## src/rtl/serial_subtraction_pkg.sv

```systemverilog
// Shared definitions for the bit-serial subtractor: FSM state encoding and the
// full-subtractor equations used by the single-bit cell.
package serial_subtraction_pkg;

    localparam logic [1:0] ST_IDLE = 2'd0;
    localparam logic [1:0] ST_RUN  = 2'd1;
    localparam logic [1:0] ST_DONE = 2'd2;

    // Returns {bout, d} for a - b - bin.
    function automatic logic [1:0] fs_eval(input logic a, input logic b, input logic bin);
        logic d;
        logic bout;
        d    = a ^ b ^ bin;
        bout = (~a & b) | (~(a ^ b) & bin);
        return {bout, d};
    endfunction

endpackage

```

## src/rtl/serial_subtraction_if.sv

```systemverilog
// Start/busy/valid handshake bundle between a controller and the serial subtractor.
// Y carries {borrow, difference}.
interface serial_subtraction_if #(
    parameter int WIDTH = 4
);
    logic             start;
    logic [WIDTH-1:0] A;
    logic [WIDTH-1:0] B;
    logic             in_ready;
    logic             busy;
    logic             out_valid;
    logic             out_ready;
    logic [WIDTH:0]   Y;

    modport master (
        output start, A, B, out_ready,
        input  in_ready, busy, out_valid, Y
    );

    modport slave (
        input  start, A, B, out_ready,
        output in_ready, busy, out_valid, Y
    );
endinterface

```

## src/rtl/serial_subtraction_fs.sv

```systemverilog
// Combinational single-bit full subtractor, the subtract-side peer of the full adder cell.
module full_subtractor
    import serial_subtraction_pkg::*;
(
    input  logic i_a,
    input  logic i_b,
    input  logic i_bin,
    output logic o_diff,
    output logic o_bout
);

    assign {o_bout, o_diff} = fs_eval(i_a, i_b, i_bin);

endmodule

```

## src/rtl/serial_subtraction.sv

```systemverilog
// Bit-serial Y = A - B, LSB first, one bit per clock through a single full subtractor.
// Difference bits enter Y from the top so the LSB lands in Y[0] after WIDTH steps.
module serial_subtraction
    import serial_subtraction_pkg::*;
#(
    parameter int WIDTH = 4
) (
    input logic               clk,
    input logic               rst,
    serial_subtraction_if.slave bus
);

    localparam int CNT_W = $clog2(WIDTH);

    logic [1:0]       r_state;
    logic [WIDTH-1:0] r_a;
    logic [WIDTH-1:0] r_b;
    logic             r_borrow;
    logic [CNT_W-1:0] r_cnt;
    logic [WIDTH:0]   r_y;
    logic             w_d;
    logic             w_bout;

    full_subtractor u_fs (
        .i_a    (r_a[0]),
        .i_b    (r_b[0]),
        .i_bin  (r_borrow),
        .o_diff (w_d),
        .o_bout (w_bout)
    );

    always_ff @(posedge clk or posedge rst) begin
        if (rst) begin
            r_state  <= ST_IDLE;
            r_a      <= '0;
            r_b      <= '0;
            r_borrow <= 1'b0;
            r_cnt    <= '0;
            r_y      <= '0;
        end else begin
            case (r_state)
                ST_IDLE: begin
                    if (bus.start) begin
                        r_a      <= bus.A;
                        r_b      <= bus.B;
                        r_borrow <= 1'b0;
                        r_cnt    <= '0;
                        r_y      <= '0;
                        r_state  <= ST_RUN;
                    end
                end
                ST_RUN: begin
                    r_y[WIDTH-1:0] <= {w_d, r_y[WIDTH-1:1]};
                    r_borrow       <= w_bout;
                    r_a            <= r_a >> 1;
                    r_b            <= r_b >> 1;
                    // Counter parks at WIDTH-1; it is reloaded on the next capture.
                    if (r_cnt == CNT_W'(WIDTH - 1)) begin
                        r_y[WIDTH] <= w_bout;
                        r_state    <= ST_DONE;
                    end else begin
                        r_cnt <= r_cnt + 1'b1;
                    end
                end
                ST_DONE: begin
                    if (bus.out_ready) begin
                        r_state <= ST_IDLE;
                    end
                end
                default: r_state <= ST_IDLE;
            endcase
        end
    end

    assign bus.in_ready  = (r_state == ST_IDLE);
    assign bus.busy      = (r_state == ST_RUN) || (r_state == ST_DONE);
    assign bus.out_valid = (r_state == ST_DONE);
    assign bus.Y         = r_y;

endmodule

```

## src/flat_wrapper.sv

```systemverilog
// flat-port wrapper written by rule: the top's interface ports become plain ports
module serial_subtraction_flat import serial_subtraction_pkg::*;
#(
    parameter int WIDTH = 4
)
  (clk, rst, bus_start, bus_A, bus_B, bus_out_ready, bus_in_ready, bus_busy, bus_out_valid, bus_Y);
  serial_subtraction_if #(.WIDTH(WIDTH)) bus_i ();
  input logic clk;
  input logic rst;
  input wire logic [$bits(bus_i.start)-1:0] bus_start;
  input wire logic [$bits(bus_i.A)-1:0] bus_A;
  input wire logic [$bits(bus_i.B)-1:0] bus_B;
  input wire logic [$bits(bus_i.out_ready)-1:0] bus_out_ready;
  output wire logic [$bits(bus_i.in_ready)-1:0] bus_in_ready;
  output wire logic [$bits(bus_i.busy)-1:0] bus_busy;
  output wire logic [$bits(bus_i.out_valid)-1:0] bus_out_valid;
  output wire logic [$bits(bus_i.Y)-1:0] bus_Y;
  assign bus_i.start = bus_start;
  assign bus_i.A = bus_A;
  assign bus_i.B = bus_B;
  assign bus_i.out_ready = bus_out_ready;
  assign bus_in_ready = bus_i.in_ready;
  assign bus_busy = bus_i.busy;
  assign bus_out_valid = bus_i.out_valid;
  assign bus_Y = bus_i.Y;
  serial_subtraction #(.WIDTH(WIDTH)) u_core (.clk(clk), .rst(rst), .bus(bus_i));
endmodule
```

## config.mk

```make
export PLATFORM = sky130hd
export DESIGN_NAME = serial_subtraction_flat
export DESIGN_NICKNAME = d
export VERILOG_FILES = /design/src/rtl/serial_subtraction_pkg.sv /design/src/rtl/serial_subtraction_if.sv /design/src/rtl/serial_subtraction_fs.sv /design/src/rtl/serial_subtraction.sv /design/src/flat_wrapper.sv
export SDC_FILE = /design/constraint.sdc
export NUM_CORES = 1
export LEC_CHECK = 0
export ABC_AREA = 1
export CORE_MARGIN = 4
export CORE_UTILIZATION = 45
export CTS_CLUSTER_DIAMETER = 120
export DETAILED_ROUTE_END_ITERATION = 8
export PLACE_DENSITY = 0.72
export SLEW_MARGIN = 40
export SYNTH_ARGS = -nofsm -noshare
export SYNTH_HDL_FRONTEND = slang
export SYNTH_SLANG_ARGS = --single-unit
```

## constraint.sdc

```tcl
create_clock -name clk -period 1.5 [get_ports clk]
set_clock_uncertainty 0.05 [all_clocks]
set_input_delay 0.375 -clock clk [delete_from_list [all_inputs] [get_ports clk]]
set_output_delay 0.375 -clock clk [all_outputs]
set_load 0.05 [all_outputs]
```

==> qor.txt <==
Min Clock Period, post-route - 1590 ps
Initial Util - 47.9%
failing checks - setup timing
first-pass GRT wire length - 3350 um
pwr dens - 2020 nW/um2
share of layout cells above drive strength 1 - 20.5%
1st-pass router iterations - 4
status - finished with violations
final worst path period share - 106%
Core ar. - 1980 um2
via/cell ratio - 4.65
most frequent cells in the layout - nand2_1 (67), dfrtp_1 (18), clkdlybuf4s50_1 (11)
initial antenna violation count - 0
Switching Fraction - 42.5%
CTS tree - built
multiplexer share of the synthesized area - 0%
Logic pwr share - 61.9%
register area share after synthesis - 47.5%
overall global routing resource usage - 16.1%
Finished Layout Cells - 178
Worst EP required - 1070 ps
vias in the first global route - 832
Synth Instances - 121
Mean Syn Cell Area - 7.84 um2
count of final hold-check violations - 0
WP data arrival - 1170 ps
nature of the critical path endpoint - primary output
FMAX - 0.629 GHz
Synth Area in Compound Gates - 0.528%
port buffer count - 19
Die H - 53.9 um
Synth Cell Area - 948 um2
Pins Over Slew Limit - 0
Filler cells - 146
Pwr Total - 2.83 mW
row count - 16
internal power - 1.63 mW
Placed Instances - 167
Yosys cell types - 15
grt ovf - 0
Synth Net Count - 139
crit path max fanout - 3
biggest area consumer among synthesized cells - dfrtp_1
# IOs - 20
Leak - 0.739 nW
Die X - 53.9 um
CP Launch Type - flip-flop
number of diodes - 0
nets@finish - 170
register share of total power - 27.5%
number of H-tree levels - 1
Residual DRC - 0
clock sink count - 18
XOR/XNOR Fraction of Synth Area - 0%
CP Class - reg2out
Final ANT Viol Nets - 0
worst setup margin - -90.0 ps
# hold bufs at CTS - 0
pin count of the biggest net entering global routing - 19
IR drop worst, VDD - 0.00135 V
slew of the pin with the lowest slew margin - 232 ps
Yosys Warn Count - 0
RSZ-0062 raised after global routing - yes
largest family of logic cells by synthesized area - simple AND/OR/NAND/NOR gates
GPL Wtd Cong - 0.774
Synth area leaders - dfrtp_1 (47%), nand2_1 (27%), ha_1 (6.6%), nand3_1 (4.2%), inv_1 (3.2%)
most common cell after layout, fill and taps aside - nand2_1
Max-slew headroom - 84.6%
Skew-Pair Late Insertion Delay - 300 ps
mean routed wirelength per cell - 11.7 um
clock power share - 10.6%
max-cap viol count - 0
adder-cell share of the synthesized area - 8.71%
Setup violations, final - 3
#FFs+latches synth - 18
via count - 827
post-detail-place hpwl - 1450 um
Clock Tree Buf Depth - 2
Layout area overhead - 47.4%
clock slew at reported path FFs - 110 ps
CTS Buf Count - 3
WL final - 2090 um
HP Class - in2async
CTS root buffer - clkbuf_4
Yosys top cell area share - 47.5%
1st-iter DRT viols - 18
dpl ws - -28.2 ps
Synth Area in Simple Gates - 36.1%
Switch Pwr - 1.20 mW
setup tns final - -156 ps
DIE AREA - 2910 um2
power by group through the flow:
stage | sequential, mW | clock (mW) | combinational [mW]
2_1_floorplan | 0.819 | 0 | 0.993
3_3_place_gp | 0.780 | 0 | 1.49
3_5_place_dp | 0.787 | 0 | 1.52
4_1_cts | 0.776 | 0.311 | 1.57
5_1_grt | 0.799 | 0.324 | 1.92
6_report | 0.777 | 0.300 | 1.75
final timing paths:
| kind | from | to | slack (ps) | depth (start not counted) |
|---|---|---|---|---|
| worst max register to register | u_core.r_state[1] | u_core.bus.Y[1] | 70 | 9 |
| min in group clk | u_core.r_b[3] | u_core.r_b[3] | 430 | 2 |
| worst min-delay path | rst | u_core.r_b[1] | 330 | 3 |
| worst max-delay path | u_core.r_state[1] | bus_busy | -90 | 3 |
| worst min register to register | u_core.r_b[3] | u_core.r_b[3] | 430 | 2 |
| max in group asynchronous | rst | u_core.r_state[1] | 870 | 3 |
critical path: stages, from the launching register on:
cell	delay, ps
dfrtp_1	420
inv_2	100
ha_4	210
buf_12	140
Yosys cell counts (all sizes together):
cell type,number
nand3b,1
nor2,2
buf,3
nand4,3
fa,1
dfrtp,18
inv,10
o21ai,1
nand3,8
ha,5
nand2,69
kinds of logic (layout without fill, tap and decap cells):
group,Yosys count,count (layout)
compound gates,1,1
flops,18,18
fa+ha+maj,6,6
simple gates,83,83
buf+inv,13,43
metrics by stage:
step / util (%) / hold WS, ps / cell area (um2)
after floorplan: - / 264 / 961
after detailed placement: 64.1 / 409 / 1270
after global routing: 70.5 / 360 / 1400
after global placement: 64.1 / 404 / 1270
after CTS: 66.8 / 326 / 1320
final: 70.5 / 325 / 1400
repair_timing:
item	CTS	global route
buffers inserted	2	4
cloned	0	1
pin swaps	0	2
resized for setup	3	5
endpoints found under the setup margin	4	16
metal layers:
layer / vias up / GRT usage (%) / share of wire [%]
met5: - / 0 / 0
met1: 378 / 19.4 / 42
li1: 434 / - / -
met2: 13 / 26.8 / 53
met3: 2 / 6.09 / 4.4
met4: 0 / 3.83 / 0.62
registers in the layout, summed over array words and instances (netlist names):
signal / count
u_core.bus.Y: 5
u_core.r_a: 4
u_core.r_b: 4
u_core.r_cnt: 2
u_core.r_state: 2
u_core.r_borrow: 1
cell type report:
cell class / instances / area, um2 / area share, %
well taps: 27 / 33.8 / 2.42
inverters: 10 / 40.0 / 2.86
flip-flops and latches: 18 / 450 / 32.2
repair buffers: 29 / 379 / 27.1
multi-input cells: 90 / 458 / 32.8
clock buffers: 4 / 36.3 / 2.60
No activity file was read; power rests on OpenSTA's default activity.
